### src/rtl/mmio_uart_tx.sv
`timescale 1ns/1ps
`default_nettype none
// ============================================================================
//  Module   : mmio_uart_tx
//  Purpose  : Memory-mapped 8N1 UART transmitter with a small TX FIFO.
//             Registers: 0 TXDATA (W), 1 STATUS (R), 2 BAUDDIV (R/W), 3 rsvd.
//  Options  : `define UART_TX_PARITY_EN adds an even-parity bit (11-bit frame)
//             and reports the option in STATUS[4].
//  Revision : 1.0 - initial release
// ============================================================================
module mmio_uart_tx #(
  parameter logic [31:0] BASE_ADDR   = 32'h0001_0000,
  parameter int          FIFO_DEPTH  = 4,
  parameter logic [15:0] DEFAULT_DIV = 16'd867
) (
  input  logic        clk,
  input  logic        rst,
  input  logic [31:0] addr,
  input  logic [31:0] data_in,
  input  logic        mem_ren,
  input  logic        mem_wen,
  output logic [31:0] data_out,
  output logic        tx,
  output logic        tx_busy
);

  localparam int AW = $clog2(FIFO_DEPTH);

`ifdef UART_TX_PARITY_EN
  localparam logic PAR_EN = 1'b1;
`else
  localparam logic PAR_EN = 1'b0;
`endif

  typedef enum logic [2:0] {
    IDLE   = 3'd0,
    START  = 3'd1,
    DATA   = 3'd2,
`ifdef UART_TX_PARITY_EN
    PARITY = 3'd4,
`endif
    STOP   = 3'd3
  } state_t;

  // Bus decode
  logic       sel;
  logic [1:0] idx;
  logic       push_req, push, ovf_evt, status_rd, baud_wr;
  assign sel       = (addr[31:4] == BASE_ADDR[31:4]);
  assign idx       = addr[3:2];
  assign push_req  = sel && mem_wen && (idx == 2'd0);
  assign status_rd = sel && mem_ren && (idx == 2'd1);
  assign baud_wr   = sel && mem_wen && (idx == 2'd2);

  // Upper data bits and byte-lane address bits carry no meaning here.
  logic unused_bits;
  assign unused_bits = ^{data_in[31:16], addr[1:0]};

  // FIFO storage and pointers (extra MSB is the wrap bit)
  logic [7:0]  mem [FIFO_DEPTH];
  logic [AW:0] wptr, rptr, fcount;
  logic        full, empty, pop;
  logic [7:0]  head;
  assign fcount  = wptr - rptr;
  assign empty   = (wptr == rptr);
  assign full    = (wptr[AW] != rptr[AW]) && (wptr[AW-1:0] == rptr[AW-1:0]);
  assign head    = mem[rptr[AW-1:0]];
  // Full is judged before the edge, so a same-cycle pop never rescues a push.
  assign push    = push_req && !full;
  assign ovf_evt = push_req && full;

  // Control / status registers
  logic [15:0] baud;
  logic        ovf;
  logic [31:0] status, rdata;
  state_t      state_q, state_d;
  assign tx_busy = !empty || (state_q != IDLE);
  assign status  = {19'd0, 5'(fcount), 3'd0, PAR_EN, ovf, tx_busy, empty, full};

  // Serialiser registers
  logic [15:0] div_q, div_d, cnt_q, cnt_d;
  logic [2:0]  bit_q, bit_d;
  logic [7:0]  sh_q, sh_d;
  logic        par_q, par_d, tx_q, tx_d;
  logic        bit_end;
  assign bit_end = (cnt_q == div_q);
  assign tx      = tx_q;

  // FIFO data array write (no reset needed; pointers qualify contents)
  always_ff @(posedge clk) begin
    if (push) mem[wptr[AW-1:0]] <= data_in[7:0];
  end

  // FIFO pointer update
  always_ff @(posedge clk or posedge rst) begin
    if (rst) begin
      wptr <= '0;
      rptr <= '0;
    end else begin
      if (push) wptr <= wptr + {{AW{1'b0}}, 1'b1};
      if (pop)  rptr <= rptr + {{AW{1'b0}}, 1'b1};
    end
  end

  // Read mux: values sampled before any same-edge write
  always_comb begin
    rdata = '0;
    if (sel && mem_ren) begin
      case (idx)
        2'd1:    rdata = status;
        2'd2:    rdata = {16'd0, baud};
        default: rdata = '0;
      endcase
    end
  end

  // Register file, sticky overflow and registered read data
  always_ff @(posedge clk or posedge rst) begin
    if (rst) begin
      baud     <= DEFAULT_DIV;
      ovf      <= 1'b0;
      data_out <= '0;
    end else begin
      data_out <= rdata;
      if (baud_wr) baud <= data_in[15:0];
      if (ovf_evt)        ovf <= 1'b1;
      else if (status_rd) ovf <= 1'b0;
    end
  end

  // Serialiser state register; tx is driven from the registered next value
  always_ff @(posedge clk or posedge rst) begin
    if (rst) begin
      state_q <= IDLE;
      div_q   <= '0;
      cnt_q   <= '0;
      bit_q   <= '0;
      sh_q    <= '0;
      par_q   <= 1'b0;
      tx_q    <= 1'b1;
    end else begin
      state_q <= state_d;
      div_q   <= div_d;
      cnt_q   <= cnt_d;
      bit_q   <= bit_d;
      sh_q    <= sh_d;
      par_q   <= par_d;
      tx_q    <= tx_d;
    end
  end

  // Serialiser next-state: each bit lasts div_q+1 clocks
  always_comb begin
    state_d = state_q;
    div_d   = div_q;
    cnt_d   = cnt_q;
    bit_d   = bit_q;
    sh_d    = sh_q;
    par_d   = par_q;
    tx_d    = tx_q;
    pop     = 1'b0;
    case (state_q)
      IDLE: begin
        tx_d = 1'b1;
        if (!empty) begin
          pop     = 1'b1;
          sh_d    = head;
          par_d   = ^head;
          div_d   = baud;
          cnt_d   = '0;
          bit_d   = '0;
          state_d = START;
          tx_d    = 1'b0;
        end
      end
      START: begin
        if (bit_end) begin
          cnt_d   = '0;
          state_d = DATA;
          tx_d    = sh_q[0];
        end else begin
          cnt_d = cnt_q + 16'd1;
        end
      end
      DATA: begin
        if (bit_end) begin
          cnt_d = '0;
          if (bit_q == 3'd7) begin
`ifdef UART_TX_PARITY_EN
            state_d = PARITY;
            tx_d    = par_q;
`else
            state_d = STOP;
            tx_d    = 1'b1;
`endif
          end else begin
            bit_d = bit_q + 3'd1;
            sh_d  = sh_q >> 1;
            tx_d  = sh_q[1];
          end
        end else begin
          cnt_d = cnt_q + 16'd1;
        end
      end
`ifdef UART_TX_PARITY_EN
      PARITY: begin
        if (bit_end) begin
          cnt_d   = '0;
          state_d = STOP;
          tx_d    = 1'b1;
        end else begin
          cnt_d = cnt_q + 16'd1;
        end
      end
`endif
      STOP: begin
        if (bit_end) begin
          cnt_d   = '0;
          state_d = IDLE;
          tx_d    = 1'b1;
        end else begin
          cnt_d = cnt_q + 16'd1;
        end
      end
      default: begin
        state_d = IDLE;
        tx_d    = 1'b1;
      end
    endcase
  end

endmodule
`default_nettype wire
### config.mk
export PLATFORM = sky130hd
export DESIGN_NAME = mmio_uart_tx
export DESIGN_NICKNAME = d
export VERILOG_FILES = /design/src/rtl/mmio_uart_tx.sv
export SDC_FILE = /design/constraint.sdc
export NUM_CORES = 1
export LEC_CHECK = 0
export CAP_MARGIN = 20
export CORE_ASPECT_RATIO = 0.5
export CORE_MARGIN = 1
export CORE_UTILIZATION = 25
export CTS_BUF_LIST = sky130_fd_sc_hd__clkbuf_2 sky130_fd_sc_hd__clkbuf_4 sky130_fd_sc_hd__clkbuf_8
export CTS_CLUSTER_SIZE = 16
export DETAILED_ROUTE_END_ITERATION = 10
export PLACE_DENSITY = 0.54
export SLEW_MARGIN = 5
export SYNTH_ARGS = -nofsm -noshare
export SYNTH_HDL_FRONTEND = slang
export SYNTH_SLANG_ARGS = --single-unit
### constraint.sdc
create_clock -name clk -period 2.65 [get_ports clk]
set_input_delay 0.6625 -clock clk [delete_from_list [all_inputs] [get_ports clk]]
set_output_delay 0.6625 -clock clk [all_outputs]
set_load 0.02 [all_outputs]
Yosys cells after proc, flatten, opt, wreduce, memory -nomap -nowiden
Memories as Yosys holds them, arrays and structs flattened.
Index checks and enable logic that the tools add are counted.

cells by class
  add/subtract/negate cells = 5
  multiply operators = 0
  divide/modulo/power cells = 0
  $lt $le $gt $ge = 0
  equal/unequal tests = 17
  shift operators = 0
  multiplexer cells = 31
  bitwise operators = 1
  reductions and logical operators = 23

operators with widths
  operator                 count
  $pmux W16 S2             2
  $mux W16                 3
  $eq A28 B13 Y1 const B   1
  $mux W3                  8
  $mux W8                  3
  $add A16 B1 Y16 const B  1
  $eq A16 B16 Y1           1
  $pmux W8 S2              1
  $ne A2 B2 Y1 const B     6
  $pmux W3 S4              1
  $mux W1                  11
  $add A3 B1 Y3 const B    3
  $logic_and A1 B1 Y1      8
  $eq A3 B2 Y1 const B     2
  $pmux W3 S2              1
  $reduce_bool A2 Y1       3
  $reduce_and A5 Y1        1
  $pmux W1 S4              1
  $reduce_and A2 Y1        2
  $reduce_and A4 Y1        1
  $eq A3 B1 Y1 const B     1
  $eq A3 B3 Y1             1
  $eq A3 B3 Y1 const B     1
  $logic_not A3 Y1         1
  other kinds (12)         13

storage, ports and cells
  bits in registers = 102
  bits in latches = 0
  memory bits (writable) = 32
  bits in read-only memories = 0
  bits of input ports = 68
  output and inout bits = 34
  logic and storage cells = 89
  memories = 1

memories
  name  depth  bits a word  read ports  clocked after memory_dff  write ports  RTL line  RTL
  mem   4      8            1           0                         1            60        logic [7:0] mem [FIFO_DEPTH];

Logic depth before layout (Yosys ltp)
  depth after elaboration = 6
  depth in mapped cells = 10
  depth with buffers taken out = 7

Worst setup path after synthesis
No wires, ideal clock.

  kind = reg2reg
  from = reg rptr[1]
  to = mem mem[3][0], enable pin
  setup time = 0.339 ns
  arrival = 2.194 ns
  data required time = 2.311 ns
  path slack = 0.117 ns
  stages on the path, launching flop included = 8
  path buffers = 1
  clock period less this slack = 2.533 ns
  cell sequence = dfrtp_1 clkbuf_1 inv_1 ha_1 and2_1 nor2b_1 nor4_2 and2_1

between the ends
  cells in the longest elaborated chain, start to end = 6

ends and longest elaborated chain
  what                           RTL line  RTL
  start, declared                61        logic [AW:0] wptr, rptr, fcount;
  start signal, assigned         101       if (pop) rptr <= rptr + {{AW{1'b0}}, 1'b1};
  $eq A2 B2 Y1                   66        assign full = (wptr[AW] != rptr[AW]) && (wptr[AW-1:0] == rptr[AW-1:0]);
  $logic_and A1 B1 Y1            66
  $logic_not A1 Y1               69        assign push = push_req && !full;
  $logic_and A1 B1 Y1            69
  $mux W1                        91        if (push) mem[wptr[AW-1:0]] <= data_in[7:0];
  $mux W1 (not written as such)  91
  end, declared                  60

Every way passes these cells.

Final worst setup path
  from = reg wptr[0]
  to = out tx_busy

between the ends
  cells in the longest elaborated chain, start to end = 3

ends and longest elaborated chain
  what                    RTL line  RTL
  start, declared         61
  start signal, assigned  100       if (push) wptr <= wptr + {{AW{1'b0}}, 1'b1};
  $eq A3 B3 Y1            65        assign empty = (wptr == rptr);
  $logic_not A1 Y1        -
  $logic_or A1 B1 Y1      77        assign tx_busy = !empty || (state_q != IDLE);
  end, declared           24        output logic tx_busy

Every way passes these cells.

==> impl_metrics.yaml <==
finish:
  final_nets: 625
  drive_gt1_frac: 0.209
  seqCellArea_sq_um: 3100
  area_growth_pct: 28.1
  n_fill_cell: 2104
  n_antenna_cell: 0
  finish.utilization: 0.335
  final_cell_count_no_fill: 843
  multi_input_area_sq_um: 2210
global_route:
  track_usage: 0.113
  first_global_vias: 3557
  grt_busiest_layer: "met1"
  gr-total-overflow: 0
  grt_pass1_wl_microns: 19200
  grt_util_met1: 0.161
  grt_antenna_before_repair: 0
  grt_max_degree: 86
  grt_use_met2: 0.161
  use_met3: 0.0319
setup_path:
  arrival_ps: 1870
  cp_max_fo: 3
  path_class: "reg2out"
  start_kind: "flip-flop"
  crit_required_ps: 1990
  crit_path_end_kind: "output pin"
logic_synthesis:
  syn_avg_cell_area_sq_um: 12.3
  synth_ff_type: "dfrtp_1"
  syn_area_sq_um: 5510
  synth_cells: 447
  synth-edff-count: 32
  synth.distinct_cells: 51
  synth-seq-area-share: 0.562
  ys_ff_latch: 117
  yosysWarnings: 0
  synth-async-reset-ratio: 0.726
clocking:
  clkTransAtPathRegs_ps: 80
  cts_tree: "built"
  cts_max_level: 4
  clock_sinks: 117
  cts_buffer_depth: 2
  clk_latency_ps: 430
  numCtsBuffers: 17
  cts_root_buf: "clkbuf_8"
timing:
  rsz0062_at_grt: "false"
  setup_ws_ps: 115
  max_slew_margin: 0.636
  slew_viol_final: 0
  setup_viol: 0
  clock.fmax_mhz: 394
  hold_violations: 0
  min_period_over_period: 0.957
  tightest_slew_ps: 542
  finalClockSkew_ps: 12.4
  period_needed_ps: 2540
route:
  wirelength_microns: 11900
  dr.pass1.iters: 4
  vias: 3557
  drtAntennaViolNets: 0
  detail_route.vias_per_cell: 4.22
  drc_errors: 0
  wl_per_cell_microns: 14.1
  drt_iter0_markers: 203
pwr:
  ir_drop_v: 0.000301
  leakage_nw: 3.04
  power.density_nw_per_um2: 571
floorplan:
  ioPinCount: 102
  coreArea_sq_um: 21100
  placementRows: 37
  die_x_microns: 212
  initial_core_util: 0.262
  die_area_sq_um: 22700
  die_h_microns: 107
placement:
  pre_cts_ws_ps: -60.0
  io_buffers: 67
  hpwl_microns: 8420
  dp.cells: 811
  routabilityCongestion: 0.778
worst_hold_path:
  min-delay-path-class: "reg2reg"
job:
  cap_violations: 0
status:
  outcome: "completed"
==> synthesized netlist by cell type (3+ instances only) <==
| cell | number | area share |
|---|---|---|
| buf_4 | 19 | 0.026 |
| dfrtp_1 | 78 | 0.35 |
| dfstp_2 | 7 | 0.033 |
| buf_2 | 4 | 0.0036 |
| o21ai_0 | 16 | 0.015 |
| ha_1 | 18 | 0.041 |
| a21o_1 | 11 | 0.015 |
| xnor2_1 | 22 | 0.035 |
| and2_1 | 14 | 0.016 |
| mux4_2 | 8 | 0.033 |
| nor2b_1 | 4 | 0.0045 |
| nor2_1 | 14 | 0.0095 |
| nand2_1 | 59 | 0.040 |
| a21oi_1 | 3 | 0.0027 |
| clkbuf_1 | 7 | 0.0048 |
| mux2_2 | 32 | 0.065 |
| a22oi_1 | 6 | 0.0082 |
| and3_1 | 9 | 0.010 |
| nand4_1 | 6 | 0.0068 |
| nor4_1 | 9 | 0.010 |
| nand3_1 | 11 | 0.010 |
| edfxtp_1 | 32 | 0.17 |
| o21ai_1 | 3 | 0.0027 |
| nor3b_1 | 6 | 0.0082 |
| inv_1 | 13 | 0.0089 |
| nor3_1 | 7 | 0.0064 |
==> placed cells by master, fill, tap and decap left out, types with 3 or more instances in the layout <==
cell	instances
o21ai_1	3
clkinv_4	4
clkbuf_8	18
dfrtp_1	78
nor4_1	9
bufinv_16	3
a22oi_1	6
buf_4	18
edfxtp_1	32
o21ai_0	16
nand2_1	59
nor2_1	14
buf_12	6
and3_1	9
xnor2_1	22
nor3b_1	6
nor3_1	7
nor2b_1	4
clkdlybuf4s50_1	66
inv_6	3
mux2_2	32
a21oi_1	3
dfstp_2	7
and2_1	14
a21o_1	11
mux4_2	8
inv_1	11
nand4_1	6
ha_1	18
conb_1	16
nand3_1	11
==> worst max-delay path, stage by stage, from the launching register on <==
cell and delay, ps:
dfrtp_1 380, inv_1 70, ha_1 310, and2_1 180, and3_1 260, inv_2 80
buf_4 160
==> per-layer routing <==
metal  part of all wire  up-vias
met5                  0        -
met4              0.010        0
met3              0.058       12
met2               0.42       92
met1               0.51     1736
li1                   -     1717
==> layout make-up <==
cell class                 count  share of cell area
inverter                      14             0.00797
clock inverter                13              0.0239
timing repair buffer          90               0.130
multi-input combinational    298               0.312
clock buffer                  19              0.0361
sequential                   117               0.438
tap                          292              0.0517
==> timing repair <==
action	CTS	global route
resized for setup	4	2
hold endpoints to repair	0	0
endpoints found under the setup margin	1	1
setup buffers	0	0
hold buffers	0	0
==> stage by stage <==
step	TNS (ps)	instance area (sq um)	power (mW)	hold slack, ps
after global routing	0	7060	4.20	514
after floorplan	0	5570	2.17	449
final	0	7060	4.03	489
after detailed placement	-1820	6640	2.33	477
after CTS	0	7060	4.07	496
after global placement	-584	6640	2.33	472
==> registers in the layout, indices dropped and copies added (netlist names) <==
signal / count
baud: 16
bit_q: 3
cnt_q: 16
data_out: 16
div_q: 16
mem: 32
ovf: 1
rptr: 3
sh_q: 8
state_q: 2
tx: 1
wptr: 3
==> cell families (layout without fill, tap and decap cells) <==
family | Yosys count | count (layout) | synth area share
mux | 42 | 42 | 0.103
compound gates | 48 | 48 | 0.0626
fa+ha+maj | 19 | 19 | 0.0445
simple gates | 148 | 148 | 0.138
other cells | 1 | 16 | 0.000680
flops | 117 | 117 | 0.562
xor+xnor | 25 | 25 | 0.0411
buf+inv | 47 | 136 | 0.0486
==> power by group <==
part | leakage (nW) | internal [mW] | switching [mW] | total (mW)
clock | 0.219 | 0.979 | 0.763 | 1.74
combinational | 1.41 | 0.184 | 0.219 | 0.403
sequential | 1.41 | 1.88 | 0.0107 | 1.89
total | 3.04 | 3.04 | 0.993 | 4.03
==> worst paths after layout <==
kind / cells after the start / slack (ps) / endpoint / start
worst max-delay path: 6 / 110 / tx_busy / wptr[0]
worst min-delay path: 2 / 490 / div_q[15] / baud[15]
worst max register to register: 9 / 360 / mem[0][7] / wptr[0]
worst min register to register: 2 / 490 / div_q[15] / baud[15]
max in group asynchronous: 3 / 1510 / baud[1] / rst
min in group asynchronous: 3 / 760 / cnt_q[5] / rst
Power figures use the tool's default switching activity.
